--- src/rtl/nios2_sysid_tick_counter.sv ---
// Loadable down-counter with a zero flag.
//
// Ports:
//   clk_i       - clock, rising edge
//   rst_ni      - asynchronous active-low reset (count cleared)
//   load_i      - load load_val_i this edge (wins over dec_i)
//   load_val_i  - value to load
//   dec_i       - decrement this edge; holds at zero
//   zero_o      - count is zero
module nios2_sysid_tick_counter #(
  parameter int WIDTH = 8
) (
  input  logic             clk_i,
  input  logic             rst_ni,
  input  logic             load_i,
  input  logic [WIDTH-1:0] load_val_i,
  input  logic             dec_i,
  output logic             zero_o
);

  logic [WIDTH-1:0] cnt_q;
  logic [WIDTH-1:0] cnt_d;

  always_comb begin
    cnt_d = cnt_q;
    if (load_i) begin
      cnt_d = load_val_i;
    end else if (dec_i && (cnt_q != '0)) begin
      cnt_d = cnt_q - 1'b1;
    end
  end

  always_ff @(posedge clk_i or negedge rst_ni) begin
    if (!rst_ni) begin
      cnt_q <= '0;
    end else begin
      cnt_q <= cnt_d;
    end
  end

  assign zero_o = (cnt_q == '0);

endmodule

--- config.mk ---
export PLATFORM = sky130hd
export DESIGN_NAME = nios2_sysid_tick_counter
export DESIGN_NICKNAME = d
export VERILOG_FILES = /design/src/rtl/nios2_sysid_tick_counter.sv
export SDC_FILE = /design/constraint.sdc
export NUM_CORES = 1
export LEC_CHECK = 0
export BUFFER_PORTS_ARGS = -buffer_cell sky130_fd_sc_hd__buf_2
export CORE_AREA = 2 2 39 41
export DETAILED_ROUTE_END_ITERATION = 10
export DIE_AREA = 0 0 41 43
export REMOVE_ABC_BUFFERS = 1
export SETUP_SLACK_MARGIN = 0.05
export SYNTH_ARGS = -nofsm -noshare
export SYNTH_HDL_FRONTEND = slang
export SYNTH_SLANG_ARGS = --single-unit
--- constraint.sdc ---
create_clock -name clk_i -period 2 [get_ports clk_i]
set_input_delay 0.4 -clock clk_i [delete_from_list [all_inputs] [get_ports clk_i]]
set_output_delay 0.4 -clock clk_i [all_outputs]
set_load 0.01 [all_outputs]
---- After elaboration in Yosys (flattened, before gate mapping) ----
Index checks and enable logic that the tools add are counted.
word-level totals
  logic and storage cells ................. 8
  flip-flop bits (word level) ............. 8
  output and inout port bits .............. 1
operators by class
  add/subtract/negate cells ............... 1
  multiplexer cells ....................... 2
  reduce and logical (&&, ||, !) cells .... 4
operators with widths
  operator                                                             number
  8-bit two-way mux                                                    2
  8-bit logical NOT                                                    1
  8-bit nonzero test                                                   1
  8-bit by 1-bit subtractor with 8-bit output (second input constant)  1
  2-bit nonzero test                                                   1
  1-bit logical AND                                                    1

---- Logic depth before layout (Yosys ltp) ----
Gate-level depths: netlist of run 1.
  depth after elaboration ................. 4
  depth in mapped cells ................... 5

---- Worst setup path before layout of run 1 ----
OpenSTA, ideal clock, no wires.
  path kind ............................... flip-flop to flip-flop
  from .................................... register cnt_q[2]
  to ...................................... register cnt_q[6]
  clock period less this slack ............ 1773 ps
  setup slack ............................. 227 ps
  cell stages (with the launch flop) ...... 5
  data required time ...................... 1918 ps
  arrival time ............................ 1691 ps
  setup time .............................. 82 ps
  path through ............................ dfrtp_1 -> or4_1 -> buf_2 -> or4_1 -> a31oi_1
between the ends
  word-level cells in the longest chain between the ends .. 3
ends and longest elaborated chain
  element                                                                                   line    source
  from (decl)                                                                               21      logic [WIDTH-1:0] cnt_q;
  from (signal assigned)                                                                    37      cnt_q <= cnt_d;
  8-bit by 1-bit subtractor with 8-bit output / 8-bit nonzero test (equally long branches)  29, 28
  8-bit two-way mux / 1-bit logical AND (equally long branches)                             28      end else if (dec_i && (cnt_q != '0)) begin
  8-bit two-way mux / 2-bit nonzero test (equally long branches)                            --
Several ways; a longest one is shown, not always the timed one. The select of a mux whose other input is x is not followed.
A chain may end at the register's enable or synchronous reset.

---- Final worst setup path of run 1 ----
  from .................................... register cnt_q[1]
  to ...................................... output zero_o
between the ends
  word-level cells in the longest chain between the ends .. 1
ends and longest elaborated chain
  element            line  source
  8-bit logical NOT  41    assign zero_o = (cnt_q == '0);
  to (decl)          18    output logic zero_o
Every way passes these cells.

==> out/results.ini, run 1 <==
[logic_synthesis]
synth_area_um2=528.0
synthArstFlopShare=1.000
synth-main-ff-cell=dfrtp_1
synth_edf_count=0
netlist_instances=58
synth-warning-count=0
synth-seq-cells=8
seq_area_frac_synth=0.3791
syn_avg_cell_area_um2=9.104
yosysUniqueCellTypes=31

[sta]
slew_headroom=0.5730
finalSetupViolCount=0
max_freq_mhz=516.8
finalSetupTns_ns=0
fin_crit_sh=0.9675
hold_viol=0
period_minus_slack_ns=1.935
slew_violations=0
skew_ns=0.004704
rsz0062_at_grt=yes
worst_pin_slew_ns=0.6346

[place]
place.gp.congestion=0.8244
io_buffers=12
hpwl_um=928.5

[pwr]
ir_drop_v=0.0003823
p_leak_nw=0.3025
p_per_area_nw_per_um2=644.0
p_total_mw=0.4666

[clocking]
htree_num_levels=1
clk_pin_slew_worst_paths_ns=0.06
clock_latency_ns=0.27
clockRootBuffer=clkbuf_4
cts_tree=done
cts_made_buffers=3
clockBufferDepth=2
cts_sinks=8

[layout]
nFillCells=146
post-route-util=0.5235
final_cell_mix=buf_2 (11), dfrtp_1 (8), buf_4 (8)
nNetsFinal=96
top_register=cnt_q
layout-drive-gt1-share=0.3750
multi_input_area_um2=334.1
register_area_um2=200.2
diodes=0
final_common_cell=buf_2
reg_top3=cnt_q (8)
syn_to_final_growth_pct=37.20
largest_reg_flops=8

[run_status]
outcome=complete, no violations

[setup_path]
critPathSlowestCell=dfrtp_1
max_stage_delay_ns=0.41
reg2reg_slack_ns=0.24
critPathMaxFanout=4
cp-end-kind=output port
cp_num_buf_inv=2
crit_arrival_ns=1.54
crit_family=simple AND/OR/NAND/NOR gates
crit_chain=inv_2, ha_4, or3b_4, nor2_4, buf_6
r2r-start=cnt_q[3]$_DFFE_PN0P_
crit_type=reg -> out
r2r_end=cnt_q[6]$_DFFE_PN0P_
reg2reg_depth=3
cp.required_ns=1.60
critPathLaunchType=register

[flow_run]
cap_violations=0

[detailed_routing]
drt_pre_antenna_iters=4
routedWlPerCell_um=14.99
drt_iter0_drc=13
ant_nets=0
vias=554
drc=0
routed_wl_mm=1.439
vias_per_cell=5.771

[global_route]
grt_pass1_vias=547
grt_usage=0.2042
grt_start_max_net_pins=11
grt-ovfl-total=0
grt_pass1_wl_mm=2.408
grt_antenna_before_repair=0

[min_path]
hold_path.class=in -> reg
hold_depth=3
hold_end=cnt_q[3]$_DFFE_PN0P_
hp-start=load_val_i[3]

[floorplan]
fp-row-count=14
coreArea_um2=1384
fp.dieW_um=41
ioPinCount=13
die_h_um=43
start_util=0.3816
dieArea_um2=1763

## kinds of logic after synthesis
logic type      Yosys count  share of synthesized area
fa+ha+maj                 2                    0.04739
compound gates           18                     0.2607
flops                     8                     0.3791
buf+inv                   5                    0.03790
simple gates             25                     0.2749
## cell usage after synthesis (2+ instances only)
cell type | count | share of area
nor2_1 | 5 | 0.036
a221o_1 | 2 | 0.038
nor3_1 | 3 | 0.028
nand4_1 | 2 | 0.024
a31oi_1 | 2 | 0.024
or4_1 | 3 | 0.043
nand3_1 | 2 | 0.019
o21ai_0 | 2 | 0.019
nand2_1 | 2 | 0.014
nor3b_1 | 3 | 0.043
inv_1 | 2 | 0.014
a21oi_1 | 3 | 0.028
dfrtp_1 | 8 | 0.38
ha_1 | 2 | 0.047
## area by class of cell
| class | count | area share |
|---|---|---|
| Inverter | 3 | 0.01554 |
| Tap cell | 16 | 0.02763 |
| Sequential cell | 8 | 0.2763 |
| Multi-Input combinational cell | 45 | 0.4611 |
| Timing Repair Buffer | 21 | 0.1883 |
| Clock buffer | 3 | 0.03109 |
## worst max-delay path by stage
stage,end,slack [ns],start,cells after the start
after global placement,zero_o,0.17,cnt_q[0]$_DFFE_PN0P_,5
after CTS,zero_o,0.06,cnt_q[1]$_DFFE_PN0P_,5
after global routing,zero_o,0.03,cnt_q[1]$_DFFE_PN0P_,5
after detailed placement,zero_o,0.15,cnt_q[0]$_DFFE_PN0P_,5
after floorplan,cnt_q[6]$_DFFE_PN0P_,0.24,cnt_q[2]$_DFFE_PN0P_,3
final,zero_o,0.06,cnt_q[1]$_DFFE_PN0P_,5
## timing repair
item | 4_1_cts | 5_1_grt
pin swaps | 1 | 0
resized for setup | 7 | 2
hold buffers | 1 | 0
gates cloned | 0 | 0
buffers inserted | 2 | 2
setup endpoints to repair | 1 | 1
hold endpoints to repair | 8 | 0
## per-stage QoR
step           cells  hold slack, ns  instance area, um^2  worst slack, ns
5_1_grt           96          0.3607                724.4          0.02509
3_5_place_dp      88          0.2608                629.4           0.1479
2_1_floorplan     56          0.1044                519.2           0.2410
4_1_cts           94          0.3585                693.2          0.05607
3_3_place_gp      88          0.2605                629.4           0.1742
6_report          96          0.3437                724.4          0.06494
## power by group
group / internal (mW) / total (mW) / switching, mW / leakage [nW]
registers: 0.180 / 0.197 / 0.0173 / 0.0942
clock network: 0.0693 / 0.134 / 0.0644 / 0.0138
logic: 0.0694 / 0.136 / 0.0664 / 0.195
total: 0.318 / 0.467 / 0.148 / 0.303
## worst min-delay path, delay by kind of cell
kind                   cells  cell delay [ns]
and+or+nand+nor            1             0.04
buffers and inverters      1             0.07
AOI/OAI and AO/OA          1             0.06
## layer usage
| layer | GRT usage | up-vias | part of all wire |
|---|---|---|---|
| met1 | 0.2796 | 260 | 0.44 |
| li1 | - | 274 | - |
| met2 | 0.2813 | 15 | 0.47 |
| met3 | 0.04712 | 5 | 0.060 |
| met5 | 0 | - | 0 |
| met4 | 0.1200 | 0 | 0.025 |
Note: power is estimated with default switching activity, not from simulation.
==> inputs of run 2 (changes only) <==
- BUFFER_PORTS_ARGS: -buffer_cell sky130_fd_sc_hd__buf_2 -> default
- CTS_CLUSTER_DIAMETER: default -> 50
- DONT_BUFFER_PORTS: default -> 1
==> out/results.ini, run 2 (synthesis results as in run 1) <==
[run_status]
outcome=complete, no violations

[sta]
slew_violations=0  ; unchanged
rsz0062_at_grt=no
hold_viol=0  ; unchanged
finalSetupViolCount=0  ; unchanged
period_minus_slack_ns=1.863  ; -0.07245 ns
finalSetupTns_ns=0  ; unchanged
max_freq_mhz=536.9  ; +3.9%
worst_slack_ns=0.1374  ; +0.07245 ns
skew_ns=0.0006460  ; -0.004058 ns
slew_headroom=0.5237  ; -0.04930
worst_pin_slew_ns=0.7079  ; +0.07328 ns
fin_crit_sh=0.9313  ; -0.03623

[layout]
final_cell_mix=dfrtp_1 (8), nor2_1 (4), buf_4 (4)
largest_reg_flops=8  ; unchanged
post-route-util=0.4539  ; -0.06962
diodes=0  ; unchanged
syn_to_final_growth_pct=18.96
top_register=cnt_q
final_common_cell=dfrtp_1
reg_top3=cnt_q (8)
stdcell_count=80  ; -17%
nNetsFinal=80  ; -17%
layout-drive-gt1-share=0.2188  ; -0.1563

[min_path]
hp-start=load_i
hold_depth=2  ; -1
hold_end=cnt_q[3]$_DFFE_PN0P_
hold_path.class=in -> reg

[global_route]
grt_antenna_before_repair=0  ; unchanged
grt_pass1_wl_mm=2.118  ; -12%
grt_pass1_vias=490  ; -10%
grt_start_max_net_pins=15  ; +4
grt-ovfl-total=0  ; unchanged
grt_usage=0.1847  ; -0.01958

[setup_path]
critPathMaxFanout=4  ; unchanged
reg2reg_slack_ns=0.21  ; -0.03 ns
cp.required_ns=1.60  ; about the same
crit_chain=inv_2, ha_4, or3b_4, nor2_4
critPathSlowestCell=dfrtp_1
critPathLaunchType=register
r2r_end=cnt_q[6]$_DFFE_PN0P_
reg2reg_depth=3  ; unchanged
crit_type=reg -> out
crit_family=simple AND/OR/NAND/NOR gates
r2r-start=cnt_q[3]$_DFFE_PN0P_
cp-end-kind=output port
cp_num_buf_inv=1  ; -1
max_stage_delay_ns=0.40  ; about the same
crit_arrival_ns=1.46  ; -0.08 ns

[flow_run]
cap_violations=0  ; unchanged

[floorplan]
fp.dieW_um=41  ; unchanged
ioPinCount=13  ; unchanged
dieArea_um2=1763  ; unchanged
start_util=0.3816  ; unchanged
coreArea_um2=1384  ; unchanged
die_h_um=43  ; unchanged
fp-row-count=14  ; unchanged

[clocking]
cts_tree=done
clockRootBuffer=clkbuf_4
clock_latency_ns=0.27  ; about the same
cts_made_buffers=3  ; unchanged
cts_sinks=8  ; unchanged
clockBufferDepth=2  ; unchanged
clk_pin_slew_worst_paths_ns=0.06  ; about the same
htree_num_levels=1  ; unchanged

[detailed_routing]
vias=513  ; -7.4%
routed_wl_mm=1.309  ; -9.0%
vias_per_cell=6.413  ; +11%
drt_iter0_drc=22  ; +9
routedWlPerCell_um=16.36  ; +9.2%
drc=0  ; unchanged
ant_nets=0  ; unchanged
drt_pre_antenna_iters=4  ; unchanged

[place]
place.gp.congestion=0.8055  ; -2.3%
dpl_worst_slack_ns=0.1479  ; +0.00003800 ns
dp.cells=74  ; -16%
hpwl_um=913  ; -1.7%
io_buffers=0  ; -12

[pwr]
p_total_mw=0.4403  ; -5.6%
ir_drop_v=0.0002808  ; -27%
p_per_area_nw_per_um2=701.1  ; +8.9%
p_leak_nw=0.2338  ; -23%

[run 2: changes by cell type in the layout (fill, tap and decap cells not counted), sizes merged]
cell,change
buf,-16
[run 2: per-stage QoR]
stage          area (um^2)  hold WS (ns)
6_report             628.1        0.2556
5_1_grt              628.1        0.2687
4_1_cts              600.6        0.2606
3_5_place_dp         554.3        0.1046
3_3_place_gp         554.3        0.1046
2_1_floorplan        519.2        0.1044
[run 2: routing by layer]
| layer | global-route usage | up-vias | routed length, um |
|---|---|---|---|
| met5 | 0 | - | 0 |
| met2 | 0.2594 | 18 | 594 |
| met3 | 0.06806 | 4 | 76 |
| met4 | 0.1200 | 0 | 27 |
| met1 | 0.2255 | 244 | 611 |
| li1 | - | 247 | - |
[run 2: how the worst max path moves through the flow]
stage,start,end,slack [ns],depth (start not counted)
floorplan,cnt_q[2]$_DFFE_PN0P_,cnt_q[6]$_DFFE_PN0P_,0.24,3
global placement,cnt_q[3]$_DFFE_PN0P_,cnt_q[6]$_DFFE_PN0P_,0.17,3
detailed placement,cnt_q[3]$_DFFE_PN0P_,cnt_q[6]$_DFFE_PN0P_,0.15,3
CTS,cnt_q[0]$_DFFE_PN0P_,zero_o,0.06,4
global route,cnt_q[1]$_DFFE_PN0P_,zero_o,0.08,4
finish,cnt_q[0]$_DFFE_PN0P_,zero_o,0.14,4
[run 2: power by group]
group	switching [mW]	leakage, nW	internal [mW]
logic	0.0513	0.126	0.0503
registers	0.0192	0.0942	0.180
clock network	0.0704	0.0138	0.0697
[run 2: cell type report]
type                    instances  area (um^2)
flip-flops and latches          8        200.2
clock buffers                   3        22.52
inverters                       3        11.26
repair buffers                  5        40.04
well taps                      16        20.02
fillers                       134        755.7
multi-input cells              45        334.1
[run 2: timing repair]
| action | CTS | global route |
|---|---|---|
| endpoints found under the setup margin | 1 | 1 |
| setup buffers | 0 | 2 |
| hold endpoints to repair | 8 | 0 |
| resized for setup | 4 | 4 |
| hold buffers | 1 | 0 |
| pin swaps | 0 | 1 |
